`src/rtl/buffer_m_pkg.sv`:
```
// Shared types and defaults for the buffer_m writable meta-data buffer.
// Optional macro BUFFER_M_WR_FWD_EN (see buffer_m_writer) enables
// same-address write-to-read forwarding.
package buffer_m_pkg;

  // Default geometry: 256 entries of 16 bits.
  localparam int BUFFER_M_ADDR_LEN_DEFAULT = 8;
  localparam int BUFFER_M_DATA_LEN_DEFAULT = 16;

  // Load controller states.
  typedef enum logic [1:0] {
    IDLE  = 2'd0,
    LOAD  = 2'd1,
    DRAIN = 2'd2,
    DONE  = 2'd3
  } buffer_m_state_e;

  // The stream is open (wr_ready high) only while loading or draining.
  function automatic logic is_stream_state(input buffer_m_state_e st);
    return (st == LOAD) || (st == DRAIN);
  endfunction

endpackage

```
`src/rtl/buffer_m_writer_ram_1r1w.sv`:
```
// Simple dual-port RAM: one write port, one synchronous read port.
// Read-first: a read and write to the same address in one cycle returns
// the old contents. Written so synthesis maps it onto block RAM.
module ram_1r1w #(
  parameter int ADDR_W = 8,
  parameter int DATA_W = 16
) (
  input  logic              clk,
  input  logic              wr_en,
  input  logic [ADDR_W-1:0] wr_addr,
  input  logic [DATA_W-1:0] wr_data,
  input  logic [ADDR_W-1:0] rd_addr,
  output logic [DATA_W-1:0] rd_data
);

  localparam int DEPTH = 1 << ADDR_W;

  logic [DATA_W-1:0] mem [DEPTH];
  logic [DATA_W-1:0] rd_data_reg;

  // Write port.
  always_ff @(posedge clk) begin
    if (wr_en) begin
      mem[wr_addr] <= wr_data;
    end
  end

  // Registered read port; no reset so it stays a plain block-RAM output.
  always_ff @(posedge clk) begin
    rd_data_reg <= mem[rd_addr];
  end

  assign rd_data = rd_data_reg;

endmodule

```
`src/rtl/buffer_m_writer.sv`:
```
// buffer_m_writer: run-time loadable meta-data buffer for one PE.
// A valid/ready stream fills the RAM from address 0; the PE reads it through
// a one-cycle registered port. Loads longer than the RAM are drained and
// flagged with trunc_err.
// Optional macro: BUFFER_M_WR_FWD_EN -- when defined, a write and a read of
// the same address in one cycle return the new data on the next cycle;
// otherwise the read returns the old contents (read-first).
module buffer_m_writer
  import buffer_m_pkg::*;
#(
  parameter int addrLen = BUFFER_M_ADDR_LEN_DEFAULT,
  parameter int dataLen = BUFFER_M_DATA_LEN_DEFAULT
) (
  input  logic               clk,
  input  logic               reset,
  input  logic               load_start,
  input  logic               wr_valid,
  output logic               wr_ready,
  input  logic [dataLen-1:0] wr_data,
  input  logic               wr_last,
  input  logic [addrLen-1:0] rd_addr,
  output logic [dataLen-1:0] data_out,
  output logic               load_done,
  output logic [addrLen:0]   word_count,
  output logic               trunc_err
);

  // word_count value meaning "RAM completely filled".
  localparam logic [addrLen:0]   DEPTH_CNT = {1'b1, {addrLen{1'b0}}};
  localparam logic [addrLen-1:0] LAST_ADDR = {addrLen{1'b1}};

  buffer_m_state_e    state_reg, state_next;
  logic [addrLen-1:0] wr_addr_reg, wr_addr_next;
  logic [addrLen:0]   word_count_reg, word_count_next;
  logic               trunc_err_reg, trunc_err_next;
  logic               mem_we;
  logic               beat;
  logic [dataLen-1:0] ram_rd_data;
  logic [dataLen-1:0] rd_sel;
  logic               rd_live_reg;

  // wr_ready decodes the state register only, never wr_valid.
  assign wr_ready   = is_stream_state(state_reg);
  assign load_done  = (state_reg == DONE);
  assign word_count = word_count_reg;
  assign trunc_err  = trunc_err_reg;
  assign beat       = wr_valid && wr_ready;

  // State and counter registers; reset aborts any load in progress.
  always_ff @(posedge clk) begin
    if (!reset) begin
      state_reg      <= IDLE;
      wr_addr_reg    <= '0;
      word_count_reg <= '0;
      trunc_err_reg  <= 1'b0;
    end else begin
      state_reg      <= state_next;
      wr_addr_reg    <= wr_addr_next;
      word_count_reg <= word_count_next;
      trunc_err_reg  <= trunc_err_next;
    end
  end

  // Next-state, write strobe and counter updates.
  always_comb begin
    state_next      = state_reg;
    wr_addr_next    = wr_addr_reg;
    word_count_next = word_count_reg;
    trunc_err_next  = trunc_err_reg;
    mem_we          = 1'b0;

    if (load_start) begin
      // A restart wins over any beat in the same cycle; that beat is dropped.
      state_next      = LOAD;
      wr_addr_next    = '0;
      word_count_next = '0;
      trunc_err_next  = 1'b0;
    end else begin
      case (state_reg)
        LOAD: begin
          if (beat) begin
            mem_we       = 1'b1;
            wr_addr_next = wr_addr_reg + 1'b1;
            if (word_count_reg != DEPTH_CNT) begin
              word_count_next = word_count_reg + 1'b1;
            end
            if (wr_last) begin
              state_next = DONE;
            end else if (wr_addr_reg == LAST_ADDR) begin
              // RAM is full but the stream continues: swallow the rest.
              state_next     = DRAIN;
              trunc_err_next = 1'b1;
            end
          end
        end
        DRAIN: begin
          if (beat && wr_last) begin
            state_next = DONE;
          end
        end
        IDLE, DONE: begin
          state_next = state_reg;
        end
        default: begin
          state_next = IDLE;
        end
      endcase
    end
  end

  ram_1r1w #(
    .ADDR_W(addrLen),
    .DATA_W(dataLen)
  ) u_ram (
    .clk     (clk),
    .wr_en   (mem_we),
    .wr_addr (wr_addr_reg),
    .wr_data (wr_data),
    .rd_addr (rd_addr),
    .rd_data (ram_rd_data)
  );

`ifdef BUFFER_M_WR_FWD_EN
  logic               fwd_hit_reg;
  logic [dataLen-1:0] fwd_data_reg;

  // Capture a same-cycle write to the address being read, so the new
  // value can bypass the read-first RAM output.
  always_ff @(posedge clk) begin
    if (!reset) begin
      fwd_hit_reg  <= 1'b0;
      fwd_data_reg <= '0;
    end else begin
      fwd_hit_reg  <= mem_we && (wr_addr_reg == rd_addr);
      fwd_data_reg <= wr_data;
    end
  end

  assign rd_sel = fwd_hit_reg ? fwd_data_reg : ram_rd_data;
`else
  assign rd_sel = ram_rd_data;
`endif

  // Marks that the RAM read register holds a read taken out of reset;
  // data_out is forced to zero until then without resetting the RAM itself.
  always_ff @(posedge clk) begin
    if (!reset) begin
      rd_live_reg <= 1'b0;
    end else begin
      rd_live_reg <= 1'b1;
    end
  end

  assign data_out = rd_live_reg ? rd_sel : '0;

endmodule

```
`config.mk`:
```
export PLATFORM = sky130hd
export DESIGN_NAME = buffer_m_writer
export DESIGN_NICKNAME = d
export VERILOG_FILES = /design/src/rtl/buffer_m_pkg.sv /design/src/rtl/buffer_m_writer_ram_1r1w.sv /design/src/rtl/buffer_m_writer.sv
export SDC_FILE = /design/constraint.sdc
export NUM_CORES = 2
export LEC_CHECK = 0
export BUFFER_PORTS_ARGS = -buffer_cell sky130_fd_sc_hd__buf_2
export CORE_MARGIN = 10
export CORE_UTILIZATION = 50
export DETAILED_ROUTE_END_ITERATION = 16
export GPL_TIMING_DRIVEN = 0
export PLACE_DENSITY_LB_ADDON = 0.15
export SLEW_MARGIN = 10
export SYNTH_ARGS = -nofsm -noshare
export SYNTH_HDL_FRONTEND = slang
export SYNTH_SLANG_ARGS = --single-unit
```
`constraint.sdc`:
```
create_clock -name clk -period 6.6 [get_ports clk]
set_input_delay 0.99 -clock clk [delete_from_list [all_inputs] [get_ports clk]]
set_output_delay 0.99 -clock clk [all_outputs]
set_load 0.02 [all_outputs]
```
==> summary.txt <==
Run status
  • Status: complete, but fails checks
  • Failing checks: capacitance limit, slew limit

CTS
  • # Post-CTS Setup Buffers: 0
  • Num CTS Buffers: between 400 and 500
  • Number of clock sinks: between 4000 and 5000
  • Root Driver: clkbuf_16
  • CTS tree: built
  • # resized after CTS: 0
  • Hold_buf cts: 0
  • Worst-skew pair later-pin latency: a little over 1000 ps
  • CTS max path bufs: 4
  • H-tree depth: 5
  • CTS clock-pin slew for the worst setup and hold paths: 60 ps

Global route
  • GR Overflow Total: 0
  • Initial antenna violation count: 43
  • Gr usage total: roughly a third
  • Global-route wire length before repair: ~760000 um
  • Largest net degree at the start of global routing: between 150 and 200
  • Vias in the first global route: between 80000 and 90000

Route
  • Vias/cell: slightly below 7
  • Routed vias: 89000
  • DRT iter0 DRCs: 15800
  • WL/cell: between 40 and 50 um
  • DRC viols: 0
  • Detailed-route wire length: about 570000 um
  • Drt first pass iters: 6
  • Routed Antenna Nets: 0

Layout
  • Area Growth Syn to Fin: 15.6%
  • Fillcell total: 23000
  • Net count, final: 8339
  • Final Instance Count excl. Fillers: roughly 13000
  • Sequential cell area: 124000 um^2
  • Layout Utilization: 58.1%
  • Multi-input logic area: about 35000 um^2
  • Layout cells sized above 1: roughly 28%
  • Max reg flops: between 4000 and 5000

Synth
  • Count leader, synth: edfxtp_1
  • Post-Syn Nets: ~7600
  • Sequential area share after synthesis: 77.4%
  • Post-Syn Area: 160000 um^2
  • Top post-synthesis cells by count: edfxtp_1 (4096), mux4_2 (828), nor2_1 (429), mux2i_1 (403), clkbuf_1 (188)
  • Yosys top cell by area: edfxtp_1
  • Leading post-synthesis cells by cell area: edfxtp_1 (77%), mux4_2 (12%), mux2i_1 (2.5%)
  • Main synth FF type: edfxtp_1
  • Mapped Cells: between 7000 and 8000
  • Yosys top cell area share: around three quarters
  • Async SR Flop Fraction: 0%
  • Synth Area per Inst: around 21 um^2
  • Synth cell types: between 70 and 80
  • Synth Register Bits: between 4000 and 5000
  • EDFF count, synth: roughly 4100
  • Synth warnings: 0

Floorplan
  • Ports: 57
  • Cell Rows: 207
  • Total die area: 343000 um^2
  • Starting Density: between 50 and 60%
  • Die Y: 586 um
  • Core Region: about 320000 um^2
  • Die width: slightly below 600 um

Worst setup path
  • Startpoint class of the critical path: input pin
  • Critical path cell sequence: buf_2, clkbuf_1, nor2_1, clkbuf_2, clkbuf_1, a221oi_1, o21ai_0, nor4_1, nor4b_1
  • Worst-path maximum fanout: 10
  • Crit-path slowest cell: o21ai_0
  • WP buf/inv: 4
  • R2r startpoint: state_reg[1]
  • CP most frequent cell: clkbuf_1
  • Crit Path Class: in -> reg
  • Worst Setup SP: rd_addr[2]
  • Top delay family on crit path: buffers and inverters
  • Critical path endpoint category: register
  • Crit path DAT: slightly below 7000 ps
  • Required @ worst endpoint: roughly 7400 ps
  • CP max stage delay: around 1100 ps

STA
  • Worst hold slack: between 100 and 150 ps
  • Fin crit share: roughly 93%
  • Slew headroom: -0.551%
  • Clock Skew: between 70 and 80 ps
  • Worst-margin pin slew: 1510 ps
  • Final Setup Violations: 0
  • RSZ-0062 raised after global routing: no
  • Min cycle time layout: between 6000 and 7000 ps
  • Final hold vios: 0
  • Max-slew violation count: 11
  • Fmax: 163 MHz

Placement
  • Placed instance count: between 10000 and 15000
  • RD Place Congestion: around 1.0
  • Hpwl dp: a little under 400000 um
  • Port bufs: 54

Pwr
  • P_leak: about 58 nW
  • Worst vdd ir: roughly 0.29 mV
  • PD cells: 302 nW/um^2

Min path
  • Hold Startpoint: reset
  • Min-delay worst type: in -> reg

Job
  • Max_cap viols: 2
## report_power, final
part           total, mW  leakage (nW)  internal [mW]  switching, mW
clock network       23.6          6.55           13.2           10.3
logic               3.43          14.6          0.961           2.47
registers           28.9          37.1           28.9        0.00933
## worst paths after layout
kind / slack (ps) / endpoint / depth (start not counted)
worst min-delay path: 120 / rd_live_reg / 1
worst min register to register: 490 / trunc_err / 2
worst max-delay path: 480 / u_ram.rd_data[3] / 9
worst max register to register: 2180 / u_ram.mem[193][7] / 8
## cell usage in the layout, fill, tap and decap left out, types with 66 or more instances in the layout
cell type / Yosys / layout
buf_2: 96 / 158
a21oi_1: 113 / 113
o221ai_1: 83 / 83
nor2_1: 429 / 169
o22ai_1: 116 / 116
clkinv_2: 1 / 73
clkbuf_16: 0 / 428
buf_4: 52 / 66
a22oi_1: 120 / 120
buf_8: 15 / 202
clkbuf_1: 188 / 243
a221oi_1: 88 / 88
nand2_1: 105 / 105
nor2_2: 1 / 187
clkinv_1: 0 / 105
mux2i_1: 403 / 403
edfxtp_1: 4096 / 4096
mux2_2: 94 / 94
mux4_2: 828 / 828
nor2_4: 0 / 74
## metrics by stage
step / power, mW / instance area, um^2 / setup TNS, ps / worst slack, ps
finish: 55.9 / 185000 / 0 / 480
detailed placement: 32.7 / 171000 / -84.2 / -72.8
global route: 56.9 / 185000 / 0 / 934
floorplan: 30.8 / 160000 / 0 / 3350
global placement: 32.7 / 165000 / -26720 / -2270
CTS: 55.8 / 185000 / 0 / 958
## layer usage
metal,GRT usage (%),vias to the layer above,part of all wire [%]
met3,11.6,1502,13
met2,47.6,6854,43
met1,43.5,47200,36
li1,-,33500,-
met4,19.2,16,7.4
met5,0,-,0.018
## kinds of logic after synthesis
family,share of synthesized area [%]
flops,77.4
xor+xnor,0.0657
compound gates,3.42
fa+ha+maj,0.0704
buf+inv,1.71
mux,14.9
simple gates,2.45
## area by class of cell
type                       count  area share (%)
tap                         4180            2.83
multi-input combinational   2957            18.8
clock buffer                 523            6.00
antenna                       36          0.0487
sequential                  4133            66.9
inverter                      11          0.0230
buffer                       464            1.50
clock inverter               249            1.28
timing repair buffer         312            2.65
No activity file was read; power rests on OpenSTA's default activity.
